`config.mk`:
```
export PLATFORM = sky130hd
export DESIGN_NAME = seq_magnitude_comparator
export DESIGN_NICKNAME = d
export VERILOG_FILES = /design/src/rtl/seq_magnitude_comparator.sv
export SDC_FILE = /design/constraint.sdc
export NUM_CORES = 1
export LEC_CHECK = 0
export ABC_CLOCK_PERIOD_IN_PS = 1760
export BUFFER_PORTS_ARGS = -buffer_cell sky130_fd_sc_hd__buf_2
export CAP_MARGIN = 20
export CORE_MARGIN = 5
export CORE_UTILIZATION = 52
export DETAILED_ROUTE_END_ITERATION = 10
export PLACE_DENSITY = 0.81
export SLEW_MARGIN = 30
export SYNTH_ARGS = -nofsm -noshare
export SYNTH_HDL_FRONTEND = slang
export SYNTH_SLANG_ARGS = --single-unit
export TNS_END_PERCENT = 1
```
`constraint.sdc`:
```
create_clock -name clk -period 1.76 [get_ports clk]
set_input_delay 0.264 -clock clk [delete_from_list [all_inputs] [get_ports clk]]
set_output_delay 0.264 -clock clk [all_outputs]
set_load 0.05 [all_outputs]
```
`src/rtl/seq_magnitude_comparator.sv`:
```
// rtl/seq_magnitude_comparator.sv - MSB-first multi-cycle eq/gt/lt comparator, CHUNK bits per clock
// Define SEQ_CMP_EARLY_EXIT_EN to finish on the first differing chunk instead of constant-time.
module seq_magnitude_comparator #(
    parameter int WIDTH = 8,
    parameter int CHUNK = 2
) (
    input  logic             clk,
    input  logic             rst_n,
    input  logic             in_valid,
    output logic             in_ready,
    input  logic [WIDTH-1:0] a,
    input  logic [WIDTH-1:0] b,
    input  logic             signed_mode,
    output logic             out_valid,
    input  logic             out_ready,
    output logic             eq,
    output logic             gt,
    output logic             lt,
    output logic             busy
);

    localparam int NCHUNK = WIDTH / CHUNK;
    localparam int IDXW   = (NCHUNK > 1) ? $clog2(NCHUNK) : 1;
    localparam logic [IDXW-1:0]  LAST_IDX = IDXW'(NCHUNK - 1);
    localparam logic [WIDTH-1:0] MSB_MASK = WIDTH'(1) << (WIDTH - 1);

    generate
        if (WIDTH < 1 || CHUNK < 1 || CHUNK > WIDTH || (WIDTH % CHUNK) != 0) begin : g_bad_params
            $error("seq_magnitude_comparator: illegal WIDTH/CHUNK combination");
        end
    endgenerate

    typedef enum logic [1:0] {
        IDLE,
        BUSY,
        DONE
    } state_t;

    state_t            state;
    state_t            state_next;
    logic [WIDTH-1:0]  a_sh;
    logic [WIDTH-1:0]  b_sh;
    logic [IDXW-1:0]   idx;
    logic              gt_r;
    logic              lt_r;
    logic [CHUNK-1:0]  chunk_a;
    logic [CHUNK-1:0]  chunk_b;
    logic              last_chunk;
    logic              accept;

    // Operands are shifted left each cycle so the chunk under test is always at the top.
    assign chunk_a    = a_sh[WIDTH-1 -: CHUNK];
    assign chunk_b    = b_sh[WIDTH-1 -: CHUNK];
    assign last_chunk = (idx == LAST_IDX);
    assign accept     = (state == IDLE) && in_valid;

    always_ff @(posedge clk or negedge rst_n) begin
        if (!rst_n) begin
            state <= IDLE;
        end else begin
            state <= state_next;
        end
    end

    always_comb begin
        state_next = state;
        case (state)
            IDLE: begin
                if (in_valid) begin
                    state_next = BUSY;
                end
            end
            BUSY: begin
`ifdef SEQ_CMP_EARLY_EXIT_EN
                if (last_chunk || (chunk_a != chunk_b)) begin
                    state_next = DONE;
                end
`else
                if (last_chunk) begin
                    state_next = DONE;
                end
`endif
            end
            DONE: begin
                if (out_ready) begin
                    state_next = IDLE;
                end
            end
            default: state_next = IDLE;
        endcase
    end

    // Signed operands get their MSB flipped so the chunk walk can stay purely unsigned.
    always_ff @(posedge clk or negedge rst_n) begin
        if (!rst_n) begin
            a_sh <= '0;
            b_sh <= '0;
            idx  <= '0;
            gt_r <= 1'b0;
            lt_r <= 1'b0;
        end else begin
            if (accept) begin
                a_sh <= a ^ (signed_mode ? MSB_MASK : '0);
                b_sh <= b ^ (signed_mode ? MSB_MASK : '0);
                idx  <= '0;
                gt_r <= 1'b0;
                lt_r <= 1'b0;
            end else if (state == BUSY) begin
                a_sh <= a_sh << CHUNK;
                b_sh <= b_sh << CHUNK;
                if (!last_chunk) begin
                    idx <= idx + 1'b1;
                end
                if (!gt_r && !lt_r) begin
                    gt_r <= (chunk_a > chunk_b);
                    lt_r <= (chunk_a < chunk_b);
                end
            end else if (state == DONE && out_ready) begin
                gt_r <= 1'b0;
                lt_r <= 1'b0;
            end
        end
    end

    assign in_ready  = (state == IDLE);
    assign busy      = (state == BUSY);
    assign out_valid = (state == DONE);
    assign gt        = out_valid & gt_r;
    assign lt        = out_valid & lt_r;
    assign eq        = out_valid & ~gt_r & ~lt_r;

endmodule

```
==> metrics.md, run 1 <==
| Metric | Value |
|---|---|
| Critical Path End Type | `primary output` |
| Share of cells above drive strength 1 | `0.357` |
| Clk_lat worst skew | `300 ps` |
| Placed cell areas | `1270 µm²` |
| Slew margin rel. | `0.675` |
| Initial Utilization | `0.561` |
| TritonRoute pass-1 iters | `2` |
| Vias/cell | `5.21` |
| CP Class | `flip-flop to primary output` |
| Clock Pin Slew Worst Setup and Hold Paths | `120 ps` |
| TritonCTS Buffers | `3` |
| Syn Inst Count | `109` |
| Tot Pwr | `2.28 mW` |
| F_max | `0.600 GHz` |
| Area leader, netlist | `dfrtp_1` |
| Initial antenna violation count | `0` |
| Worst EP required | `1500 ps` |
| WP data arrival | `1400 ps` |
| RePlAce Congestion | `0.722` |
| CTS Root Cell | `clkbuf_4` |
| Max cap viols | `0` |
| Worst-case clock buffer depth | `2` |
| PD cells | `1700 nW/µm²` |
| Residual DRC count | `0` |
| Layout Skew | `1.77 ps` |
| Die Span Y | `56.5 µm` |
| Largest net degree at the start of global routing | `26` |
| Clock sink total | `22` |
| Critical-path cell list | `or2b_1, inv_1, and2_1, buf_4` |
| Nets@finish | `165` |
| Area share of the largest cell type after synthesis | `0.490` |
| Peak supply drop | `826 µV` |
| Area contributors post-synth | `dfrtp_1 49%, nand2_1 11%, a22oi_2 6.7%, ha_1 3.3%, mux2i_1 2.7%` |
| Number of global-route vias before repair | `904` |
| Mapped cell area | `1120 µm²` |
| Slowest cell delay on critical path | `430 ps` |
| Startpoint Class | `flip-flop` |
| Post-synth EDFFs | `0` |
| GRT Util Overall | `0.155` |
| Mapped Nets | `133` |
| Area growth from synthesis to layout | `19.2%` |
| ANT cells | `0` |
| Max stage delay cell, worst path | `dfrtp_2` |
| Critical path peak fanout | `4` |
| Routed WL per cell | `13.1 µm` |
| Sequential share of the synthesized area | `0.490` |
| H-tree levels | `1` |
| Total gr overflow | `0` |
| Vias | `870` |
| Period utilization | `0.947` |
| Post-route ant nets | `0` |
| Final hold violation count | `0` |
| Min-Delay Path Class | `input port to flip-flop` |
| Main synth FF type | `dfrtp_1` |
| Ys async rst share | `1.00` |
| Num ports | `27` |
| Leakage | `0.667 nW` |
| YS warnings | `0` |
| Finished Layout Cells | `167` |
| Design area | `1340 µm²` |
| Std-Cell Rows | `16` |
| Synthesized flop and latch total | `22` |
| Number of setup violations in the final report | `0` |
| Die X | `56.5 µm` |
| Unrepaired setup endpoints after global routing | `false` |
| CTS tree | `built` |
| Placed insts | `160` |
| Final Util | `0.669` |
| First-pass GRT wire length | `3.88 mm` |
| I/O Buffers | `26` |
| DP HPWL | `1.60 mm` |
| Avg Cell Area, Syn | `10.3 µm²` |
| Starting DRC count in detailed routing | `8` |
| Worst-Margin Slew | `487 ps` |
| Cell variety after synth | `31` |
| Run status | `completed` |
| Slew Viols, Final | `0` |
| Routed WL | `2.20 mm` |
| Pre-CTS WS | `261 ps` |
| Final WS setup | `93.5 ps` |
| Post-layout min period | `1670 ps` |
| Die area | `3190 µm²` |
| Core Region | `2000 µm²` |
-- flip-flops by register name, summed over array words and instances (netlist names) --
register / cells
lt_r: 1
gt_r: 1
state: 2
b_sh: 8
idx: 2
a_sh: 8
-- final cells by class --
type,instances,area [µm²]
Clock buffer,4,36.3
Fill cell,186,663
Inverter,4,20.0
Multi-Input combinational cell,78,510
Sequential cell,22,553
Tap cell,27,33.8
Timing Repair Buffer,32,185
-- power by group --
| part | switching (mW) | internal [mW] |
|---|---|---|
| Combinational | 0.682 | 0.466 |
| Sequential | 0.138 | 0.719 |
| Clock | 0.148 | 0.126 |
-- per-layer routing --
| layer | track usage | routed length [µm] | up-vias |
|---|---|---|---|
| met1 | 0.171 | 957 | 410 |
| met5 | 0 | 0 | - |
| li1 | - | - | 429 |
| met4 | 0.0881 | 57 | 0 |
| met3 | 0.0436 | 158 | 6 |
| met2 | 0.264 | 1020 | 25 |
-- worst paths after layout --
check,from,to,slack [ps],cells past startpoint
min,out_ready,state[1],150,2
max in group asynchronous,rst_n,state[0],970,2
max reg2reg,a_sh[7],gt_r,410,4
min in group asynchronous,rst_n,idx[1],430,2
max,state[0],lt,90,4
min reg2reg,b_sh[5],b_sh[5],490,2
-- kinds of logic after synthesis --
logic type | count (synthesis) | share of synthesized area
AND/OR/NAND/NOR | 45 | 0.197
AO/OA/AOI/OAI | 23 | 0.159
flip-flops | 22 | 0.490
buffers and inverters | 9 | 0.0601
multiplexers | 4 | 0.0367
XOR/XNOR | 3 | 0.0234
adder cells (fa/ha/maj) | 3 | 0.0334
-- synthesized netlist by cell type, types with 2 or more instances --
library cell  number
a22oi_1            4
a22oi_2            6
and2_1             2
buf_2              2
buf_6              2
dfrtp_1           22
ha_1               3
inv_1              3
mux2i_1            3
nand2_1           32
nor2_1             2
o21ai_0            3
o21ai_1            6
xor2_1             2
-- per-stage QoR --
| step | TNS (ps) | hold slack [ps] |
|---|---|---|
| after floorplan | -76.3 | -31.6 |
| after global placement | 0 | 257 |
| after detailed placement | 0 | 252 |
| after CTS | 0 | 141 |
| after global routing | 0 | 144 |
| final | 0 | 154 |
-- cell usage in the layout (no fill, tap or decap), drive strengths merged, types with 3 or more instances in the layout --
master / n
o21ai: 9
nand2: 32
buf: 30
clkbuf: 5
ha: 3
mux2i: 3
dfrtp: 22
inv: 4
a22oi: 10
-- timing repair --
item / in CTS / in global routing
endpoints found under the hold margin: 22 / 0
setup endpoints to repair: 4 / 5
setup buffers: 0 / 2
hold buffers: 1 / 0
gates resized for setup: 3 / 2
-- critical path: cells and delay by family, from the launching register on --
kind / cells / cell delay, ps
buffers and inverters: 2 / 280
and+or+nand+nor: 2 / 380
DFF: 1 / 430
(Power assumes the default switching activity.)
==> run 2: changes to the inputs <==
CTS_BUF_LIST = sky130_fd_sc_hd__clkbuf_16   (was not set)
==> run 2 against run 1 <==
Power up 7.6%. Register-to-register slack got worse by 20 ps. Sequential power rose by 3.9%. Cell area up 1.9%. Hold slack improved by 63 ps. Cell count is 1.2% lower. Clock power grew 73%. First-iteration DRC count rose by 25%. Combinational power fell by 5%. Sequential share of layout area decreased by 0.76 points. Core utilization is 1.3 points higher.
==> metrics.md, run 2 (synthesized netlist as in run 1, its figures left out) <==
| Metric | Value |
|---|---|
| CP Depth | `4` |
| Layout Skew | `1.21 ps` |
| H-tree levels | `1` |
| Max stage delay cell, worst path | `dfrtp_2` |
| Core Region | `2000 µm²` |
| Initial Utilization | `0.561` |
| Number of global-route vias before repair | `916` |
| Clock sink total | `22` |
| Num ports | `27` |
| WHS Path Cells | `3` |
| Sw Share | `0.404` |
| TritonCTS Buffers | `3` |
| Routed WL per cell | `13.5 µm` |
| I/O Buffers | `26` |
| Tot Pwr | `2.45 mW` |
| Final hold violation count | `0` |
| Slew Viols, Final | `0` |
| Finished Layout Cells | `165` |
| Critical path's top delay family | `flip-flops` |
| Total gr overflow | `0` |
| Std-Cell Rows | `16` |
| Most frequent cells in the layout | `32 x nand2_1, 24 x buf_2, 20 x dfrtp_1, 6 x o21ai_1, 6 x a22oi_2` |
| Fin Hold WS | `217 ps` |
| Most common cell after layout, fill and taps aside | `nand2_1` |
| Placed insts | `160` |
| Initial antenna violation count | `0` |
| Leakage | `0.672 nW` |
| ANT cells | `0` |
| Share of cells above drive strength 1 | `0.341` |
| Internal | `1.46 mW` |
| Critical Path End Type | `primary output` |
| CTS tree | `built` |
| Hold Path End | `b_sh[4]` |
| Sequential Power Share | `0.363` |
| Residual DRC count | `0` |
| Min-Delay Path Class | `input port to flip-flop` |
| Worst path bufs/invs | `2` |
| Period utilization | `0.954` |
| Worst EP required | `1500 ps` |
| Slowest cell delay on critical path | `440 ps` |
| Unrepaired setup endpoints after global routing | `false` |
| CTS Root Cell | `clkbuf_16` |
| Routed WL | `2.23 mm` |
| Vias/cell | `5.21` |
| Clk_lat worst skew | `250 ps` |
| Slew margin rel. | `0.682` |
| RePlAce Congestion | `0.722` |
| Vias | `860` |
| GRT Util Overall | `0.157` |
| Worst Hold Launch | `b[4]` |
| DP HPWL | `1.60 mm` |
| Final Util | `0.681` |
| CP Class | `flip-flop to primary output` |
| Run status | `completed` |
| Worst-Margin Slew | `478 ps` |
| Clock Pin Slew Worst Setup and Hold Paths | `60 ps` |
| Design area | `1360 µm²` |
| WP data arrival | `1420 ps` |
| Die X | `56.5 µm` |
| TritonRoute pass-1 iters | `4` |
| Psw | `0.992 mW` |
| Max cap viols | `0` |
| Biggest regs | `a_sh x8, b_sh x8` |
| Post-route ant nets | `0` |
| Worst R2R Setup Slack | `390 ps` |
| PD cells | `1800 nW/µm²` |
| Post-layout min period | `1680 ps` |
| Critical path peak fanout | `7` |
| Starting DRC count in detailed routing | `10` |
| Clock power share | `0.194` |
| First-pass GRT wire length | `3.95 mm` |
| Worst-case clock buffer depth | `2` |
| Critical-path cell list | `or2b_1, inv_1, and2_1, clkbuf_4` |
| Peak supply drop | `866 µV` |
| Largest net degree at the start of global routing | `26` |
| Combinational power share | `0.443` |
| Reg2reg path depth | `4` |
| R2R Path End | `lt_r` |
| Die Span Y | `56.5 µm` |
| Worst R2R Start | `state[1]` |
| F_max | `0.596 GHz` |
| Placed cell areas | `1270 µm²` |
| Number of setup violations in the final report | `0` |
| Die area | `3190 µm²` |
| Nets@finish | `163` |
| Startpoint Class | `flip-flop` |
| Area growth from synthesis to layout | `21.4%` |
-- run 2: changes by cell type in the layout (fill, tap and decap cells not counted), sizes merged --
cell	change
buf	-3
clkinv	+1
-- run 2: per-stage QoR --
| step | setup TNS [ps] | setup slack (ps) |
|---|---|---|
| 4_1_cts | 0 | 33.2 |
| 3_5_place_dp | 0 | 261 |
| 2_1_floorplan | -76.3 | -38.2 |
| 5_1_grt | 0 | 7.66 |
| 6_report | 0 | 80.8 |
| 3_3_place_gp | 0 | 312 |
-- run 2: area by class of cell --
cell class,count,area (µm²)
clock buffers,3,75.1
clock inverters,1,3.75
fillers,178,638
inverters,4,20.0
multi-input cells,78,510
flip-flops and latches,22,553
well taps,27,33.8
repair buffers,30,168
-- run 2: worst max-delay path by stage --
stage / startpoint / to / slack, ps
2_1_floorplan: state[1] / gt / -40
3_3_place_gp: state[1] / lt / 310
3_5_place_dp: state[1] / gt / 260
4_1_cts: state[0] / gt / 30
5_1_grt: state[1] / gt / 8
6_report: state[1] / lt / 80
-- run 2: power by group through the flow --
stage	sequential, mW	clock (mW)	combinational, mW
after floorplan	0.844	0	0.935
after global placement	0.877	0	1.04
after detailed placement	0.893	0	1.09
after CTS	0.888	0.481	1.10
after global routing	0.920	0.505	1.21
final	0.890	0.475	1.09
-- run 2: repair_timing --
item	CTS	global route
setup buffers	0	0
hold buffers	1	0
endpoints found under the hold margin	22	0
gates resized for setup	1	3
setup endpoints to repair	2	2
-- run 2: worst register-to-register path, stage by stage (launching register included) --
cell	delay, ps
dfrtp_2	460
nand2b_1	240
buf_4	210
nor4_2	220
mux2_2	180
-- run 2: layer usage --
| layer | share of wire | GRT usage | vias up |
|---|---|---|---|
| met1 | 0.41 | 0.173 | 410 |
| met4 | 0.013 | 0.0678 | 0 |
| met5 | 0 | 0 | - |
| li1 | - | - | 425 |
| met2 | 0.50 | 0.269 | 21 |
| met3 | 0.075 | 0.0550 | 4 |
